===== config.mk =====
export PLATFORM = sky130hd
export DESIGN_NAME = keypad_scan_reader
export DESIGN_NICKNAME = d
export VERILOG_FILES = /design/src/rtl/keypad_scan_reader.sv
export SDC_FILE = /design/constraint.sdc
export NUM_CORES = 1
export LEC_CHECK = 0
export BUFFER_PORTS_ARGS = -buffer_cell sky130_fd_sc_hd__buf_2
export CORE_ASPECT_RATIO = 0.8
export CORE_MARGIN = 4
export CORE_UTILIZATION = 46
export DETAILED_ROUTE_END_ITERATION = 16
export PLACE_DENSITY = 0.71
export SLEW_MARGIN = 20
export SYNTH_ARGS = -nofsm -noshare
export SYNTH_HDL_FRONTEND = slang
export SYNTH_SLANG_ARGS = --single-unit

===== constraint.sdc =====
create_clock -name clk -period 3.66 [get_ports clk]
set_input_delay 0.732 -clock clk [delete_from_list [all_inputs] [get_ports clk]]
set_output_delay 0.732 -clock clk [all_outputs]
set_load 0.02 [all_outputs]

===== src/rtl/keypad_scan_reader.sv =====
// 4x4 active-low matrix keypad scanner with frame-based press/release debounce.
// Optional auto-repeat of the held key is built when KEY_REPEAT_EN is defined.
module keypad_scan_reader #(
  parameter int SCAN_DIV      = 100000,
  parameter int DEBOUNCE_CNT  = 4,
  parameter int REPEAT_FRAMES = 32
) (
  input  logic       clk,
  input  logic       resetn,
  input  logic [3:0] row_in,
  output logic [3:0] col_out,
  output logic [3:0] key_code,
  output logic       key_valid,
  output logic       key_held,
  output logic       multi_key
);
  // state   | meaning
  // IDLE    | no key accepted, waiting for a single-key frame
  // CAND    | candidate key seen, counting identical single-key frames
  // PRESSED | key accepted and held
  // REL     | key-free frames seen, counting toward release
  typedef enum logic [1:0] {IDLE, CAND, PRESSED, REL} state_t;

  localparam int SW = (SCAN_DIV > 1) ? $clog2(SCAN_DIV) : 1;
  localparam logic [SW-1:0] SLOT_LAST = SW'(SCAN_DIV - 1);
  localparam logic [3:0] DB = 4'(DEBOUNCE_CNT);

  if (SCAN_DIV < 4) begin : g_chk_div
    $error("SCAN_DIV must be >= 4");
  end
  if (DEBOUNCE_CNT < 1 || DEBOUNCE_CNT > 15) begin : g_chk_db
    $error("DEBOUNCE_CNT must be 1..15");
  end
  if (REPEAT_FRAMES < 1) begin : g_chk_rep
    $error("REPEAT_FRAMES must be >= 1");
  end

  state_t        state;
  logic [3:0]    row_meta, row_sync;
  logic [SW-1:0] slot_cnt;
  logic [1:0]    col_idx;
  logic [1:0]    acc_keys;
  logic [3:0]    acc_code;
  logic [3:0]    cand_code;
  logic [3:0]    db_cnt;

  logic [1:0] slot_keys, slot_row, frame_keys;
  logic [2:0] key_sum;
  logic [3:0] frame_code;
  logic       slot_end, frame_end, f_none, f_single;

  always_comb begin
    slot_keys = 2'd0;
    slot_row  = 2'd0;
    for (int r = 0; r < 4; r++) begin
      if (!row_sync[r]) begin
        if (slot_keys != 2'd2) slot_keys = slot_keys + 2'd1;
        slot_row = 2'(r);
      end
    end
    // key count saturates at 2: only NONE/SINGLE/MULTI matters
    key_sum    = {1'b0, acc_keys} + {1'b0, slot_keys};
    frame_keys = (key_sum >= 3'd2) ? 2'd2 : key_sum[1:0];
    frame_code = (slot_keys == 2'd1) ? {col_idx, slot_row} : acc_code;
    slot_end   = (slot_cnt == SLOT_LAST);
    frame_end  = slot_end && (col_idx == 2'd3);
    f_none     = (frame_keys == 2'd0);
    f_single   = (frame_keys == 2'd1);
  end

  always_ff @(posedge clk or negedge resetn) begin
    if (!resetn) begin
      row_meta <= 4'b1111;
      row_sync <= 4'b1111;
      slot_cnt <= '0;
      col_idx  <= 2'd0;
      col_out  <= 4'b1110;
      acc_keys <= 2'd0;
      acc_code <= 4'd0;
    end else begin
      row_meta <= row_in;
      row_sync <= row_meta;
      if (slot_end) begin
        slot_cnt <= '0;
        col_idx  <= col_idx + 2'd1;
        col_out  <= {col_out[2:0], col_out[3]};
        if (frame_end) begin
          acc_keys <= 2'd0;
          acc_code <= 4'd0;
        end else begin
          acc_keys <= frame_keys;
          acc_code <= frame_code;
        end
      end else begin
        slot_cnt <= slot_cnt + SW'(1);
      end
    end
  end

`ifdef KEY_REPEAT_EN
  localparam int RW = $clog2(REPEAT_FRAMES + 1);
  localparam logic [RW-1:0] RF = RW'(REPEAT_FRAMES);
  logic [RW-1:0] rep_cnt;
`endif

  always_ff @(posedge clk or negedge resetn) begin
    if (!resetn) begin
      state     <= IDLE;
      cand_code <= 4'd0;
      db_cnt    <= 4'd0;
      key_code  <= 4'd0;
      key_valid <= 1'b0;
      key_held  <= 1'b0;
      multi_key <= 1'b0;
`ifdef KEY_REPEAT_EN
      rep_cnt   <= '0;
`endif
    end else begin
      key_valid <= 1'b0;
      if (frame_end) begin
        multi_key <= (frame_keys == 2'd2);
        case (state)
          IDLE: begin
            if (f_single) begin
              if (DB == 4'd1) begin
                state     <= PRESSED;
                key_code  <= frame_code;
                key_valid <= 1'b1;
                key_held  <= 1'b1;
                db_cnt    <= 4'd0;
`ifdef KEY_REPEAT_EN
                rep_cnt   <= '0;
`endif
              end else begin
                state     <= CAND;
                cand_code <= frame_code;
                db_cnt    <= 4'd1;
              end
            end
          end
          CAND: begin
            if (f_single && frame_code == cand_code) begin
              if (db_cnt + 4'd1 == DB) begin
                state     <= PRESSED;
                key_code  <= cand_code;
                key_valid <= 1'b1;
                key_held  <= 1'b1;
                db_cnt    <= 4'd0;
`ifdef KEY_REPEAT_EN
                rep_cnt   <= '0;
`endif
              end else begin
                db_cnt <= db_cnt + 4'd1;
              end
            end else if (f_single) begin
              cand_code <= frame_code;
              db_cnt    <= 4'd1;
            end else begin
              state  <= IDLE;
              db_cnt <= 4'd0;
            end
          end
          PRESSED: begin
            if (f_none) begin
              if (DB == 4'd1) begin
                state    <= IDLE;
                key_held <= 1'b0;
                db_cnt   <= 4'd0;
              end else begin
                state  <= REL;
                db_cnt <= 4'd1;
              end
            end else begin
`ifdef KEY_REPEAT_EN
              if (rep_cnt + RW'(1) == RF) begin
                rep_cnt   <= '0;
                key_valid <= 1'b1;
              end else begin
                rep_cnt <= rep_cnt + RW'(1);
              end
`endif
            end
          end
          REL: begin
            if (f_none) begin
              if (db_cnt + 4'd1 == DB) begin
                state    <= IDLE;
                key_held <= 1'b0;
                db_cnt   <= 4'd0;
              end else begin
                db_cnt <= db_cnt + 4'd1;
              end
            end else begin
              // bounce on release: back to held without a new pulse
              state  <= PRESSED;
              db_cnt <= 4'd0;
            end
          end
          default: state <= IDLE;
        endcase
      end
    end
  end
endmodule

==> results.yml <==
sta:
  rsz0062_at_grt: "no"
  timing.final.ws_setup_ns: 0.244
  fmax_mhz: 293
  worst_pin_slew_ns: 0.907
  setup_violations: 0
  maxSlewHeadroom_pct: 39.0
  whs_ns: 0.361
  finalHoldViolations: 0
  tns_ns: 0
  clock-skew-final_ns: 0.0116
  slew_viol_final: 0
  post-route-period-util_pct: 93.3
  min_period_ns: 3.42
final_layout:
  stdcell_area_sq_um: 3130
  n_antenna_cell: 0
  layout-drive-gt1-share_pct: 21.4
  final_cells: 366
  area_delta_synth_final_pct: 11.0
  nets: 299
  fill_cells: 530
critical_path:
  critPathMaxStageDelay_ns: 0.54
  worst-setup-path-type: "register to register"
  path_delay_family: "adder cells"
  end_kind: "register"
  worstPathCellList: "inv_1, ha_1, mux2i_2, ha_1, nor2_1, a21oi_1, ha_1, inv_1, fa_1, and2_2, and3_1, nand4_1, a41oi_2, mux2_1"
  crit_top_cell: "ha_1"
  cp_data_required_time_ns: 3.87
  worstPathMaxFanout: 7
  cp_num_buf_inv: 2
  cp.arrival_ns: 3.62
  cp-start-kind: "register"
  slowest_stage: "dfstp_2"
clock_network:
  post-cts-setup-buffers: 0
  htree_levels: 2
  path_clk_slew_ns: 0.10
  clock_latency_ns: 0.31
  cts_hold_buf: 0
  cts-root-buf: "clkbuf_8"
  clock_path_buffers: 2
  cts_buffers: 5
  numClockSinks: 54
  cts_tree: "yes"
detailed_routing:
  first_pass_iters: 4
  wl_per_cell_microns: 14.4
  drcViolationCount: 0
  vias: 1951
  drt_first_iter_violations: 120
  via_per_inst: 5.33
  totalWireLength_microns: 5280
  ant_nets: 0
yosys:
  syn_area_sq_um: 2820
  synth_top_family_by_area: "simple AND/OR/NAND/NOR gates"
  synthMuxAreaShare_pct: 4.04
  synth_edf_count: 0
  yosys.area_share.simple_pct: 23.6
  synthesis.nets: 277
  yosys.area_share.adder_pct: 4.26
  netlist.area_leader.share_pct: 38.2
  synth_compound_area_share_pct: 9.90
  syn_avg_cell_area_sq_um: 10.8
  yosysUniqueCellTypes: 62
  ys_ff_latch: 54
  synth_top_cell_by_area: "dfrtp_1"
  synth_flop_cell: "dfrtp_1"
  yosysWarnings: 0
  synthCells: 262
  synthTopCellsByArea: "dfrtp_1 38%, dfstp_2 10%, nand2_1 4.7%"
  async_flop_share_pct: 100
  yosysSeqAreaShare_pct: 48.4
  synth_xor_xnor_area_share_pct: 7.15
die:
  io_pins: 17
  initial_core_util_pct: 47.7
  core_area_sq_um: 5910
  core.rowCount: 25
  die-area_sq_um: 7450
  die_w_microns: 95.5
  die_h_microns: 78.0
placement:
  post-place-ws_ns: 0.0616
  portBuffers: 16
  dp_cells: 358
  dpl.hpwl_microns: 3880
  place_congestion: 0.863
  place_area_sq_um: 3010
grt:
  antenna_found_initial: 0
  grt_pass1_vias: 1917
  grt-ovfl-total: 0
  grtUsageTotal_pct: 16.0
  grt_max_degree: 35
  grt_first_pass_wirelength_microns: 9290
power:
  clkPwrFrac_pct: 36.9
  p_leak_uw: 0.00140
  ir_worst_vdd_uv: 192
  p_seq_share_pct: 56.1
  pwr_density_cell_nw_per_um2: 347
  p_sw_uw: 247
  combPwrFrac_pct: 6.9
  netSwitchingFraction_pct: 22.8
  p_int_uw: 837
hold_path:
  hold_class: "register to register"
run_status:
  status: "finished, final reports clean"
flow_run:
  drv_cap: 0
-- routing by layer --
layer / track usage, % / routed length, microns
met1: 23.5 / 2670
met2: 22.6 / 2210
met3: 4.69 / 327
met4: 4.97 / 68
met5: 0 / 0
-- what timing repair did --
action                                  in CTS  in global routing
endpoints found under the hold margin        0                  0
resized for setup                            0                  2
endpoints found under the setup margin       0                  7
-- per-stage QoR --
stage	power (uW)	utilization [%]
finish	1080	52.9
floorplan	667	-
global placement	692	50.9
global route	1140	52.9
CTS	1100	52.8
detailed placement	694	50.9
-- cells in the mapped netlist, types with 4 or more instances --
| master | number |
|---|---|
| a21oi_1 | 4 |
| inv_1 | 13 |
| nor2_1 | 17 |
| mux2_4 | 4 |
| xnor2_1 | 10 |
| nand4b_1 | 4 |
| o31ai_1 | 5 |
| dfstp_2 | 11 |
| and2_1 | 5 |
| nand4_1 | 11 |
| dfrtp_1 | 43 |
| o21ai_0 | 7 |
| nand3_1 | 13 |
| nand2_1 | 35 |
| ha_1 | 8 |
| xor2_1 | 8 |
-- state kept, by name, indices dropped and copies added, names as in the netlist --
signal,flops
cand_code,4
col_out,4
acc_keys,2
key_code,4
db_cnt,4
state,2
row_meta,4
col_idx,2
slot_cnt,17
key_held,1
key_valid,1
row_sync,4
acc_code,4
multi_key,1
-- power by group through the flow --
stage	clock [uW]	sequential, uW	combinational [uW]
2_1_floorplan	0	618	48.9
3_3_place_gp	0	620	72.7
3_5_place_dp	0	620	74.3
4_1_cts	416	608	74.4
5_1_grt	443	610	84.9
6_report	400	609	75.1
-- logic make-up after synthesis --
family | count (synthesis)
simple gates | 115
flops | 54
compound gates | 37
xor+xnor | 20
buf+inv | 19
fa+ha+maj | 9
mux | 8
-- cell usage in the layout, fill, tap and decap left out, types with 4 or more instances in the layout --
master / instances
dfrtp_1: 43
nand2_1: 35
nor2_1: 17
buf_2: 16
inv_1: 13
nand3_1: 13
nand4_1: 11
dfstp_2: 11
xnor2_1: 10
xor2_1: 8
ha_1: 8
o21ai_0: 7
o31ai_1: 5
clkbuf_8: 5
buf_4: 5
and2_1: 4
a21oi_1: 4
nand4b_1: 4
mux2_4: 4
-- worst reg2reg max path, stage by stage (launching register included) --
cell	delay, ns
dfstp_2	0.54
inv_1	0.04
ha_1	0.33
mux2i_2	0.22
ha_1	0.23
nor2_1	0.06
a21oi_1	0.12
ha_1	0.15
inv_1	0.04
fa_1	0.48
and2_2	0.21
and3_1	0.19
nand4_1	0.11
a41oi_2	0.26
mux2_1	0.34
-- path summary, 6_finish.rpt --
path                       slack [ns]        start           end  cells past startpoint
min                              0.36  row_meta[0]   row_sync[0]                      0
max in group asynchronous        2.43       resetn  slot_cnt[14]                      2
min reg2reg                      0.36  row_meta[0]   row_sync[0]                      0
min in group asynchronous        0.47       resetn  cand_code[3]                      1
max                              0.24  row_sync[0]  cand_code[0]                     14
max reg2reg                      0.24  row_sync[0]  cand_code[0]                     14
-- layout make-up --
class                   instances  area [sq um]  area share (%)
multi-input cells             189          1380            44.2
flip-flops and latches         54          1370            43.6
repair buffers                 21           118            3.76
well taps                      81           101            3.24
clock buffers                   5          68.8            2.20
inverters                      13          48.8            1.56
clock inverters                 3          42.5            1.36
No activity file was read; power rests on OpenSTA's default activity.
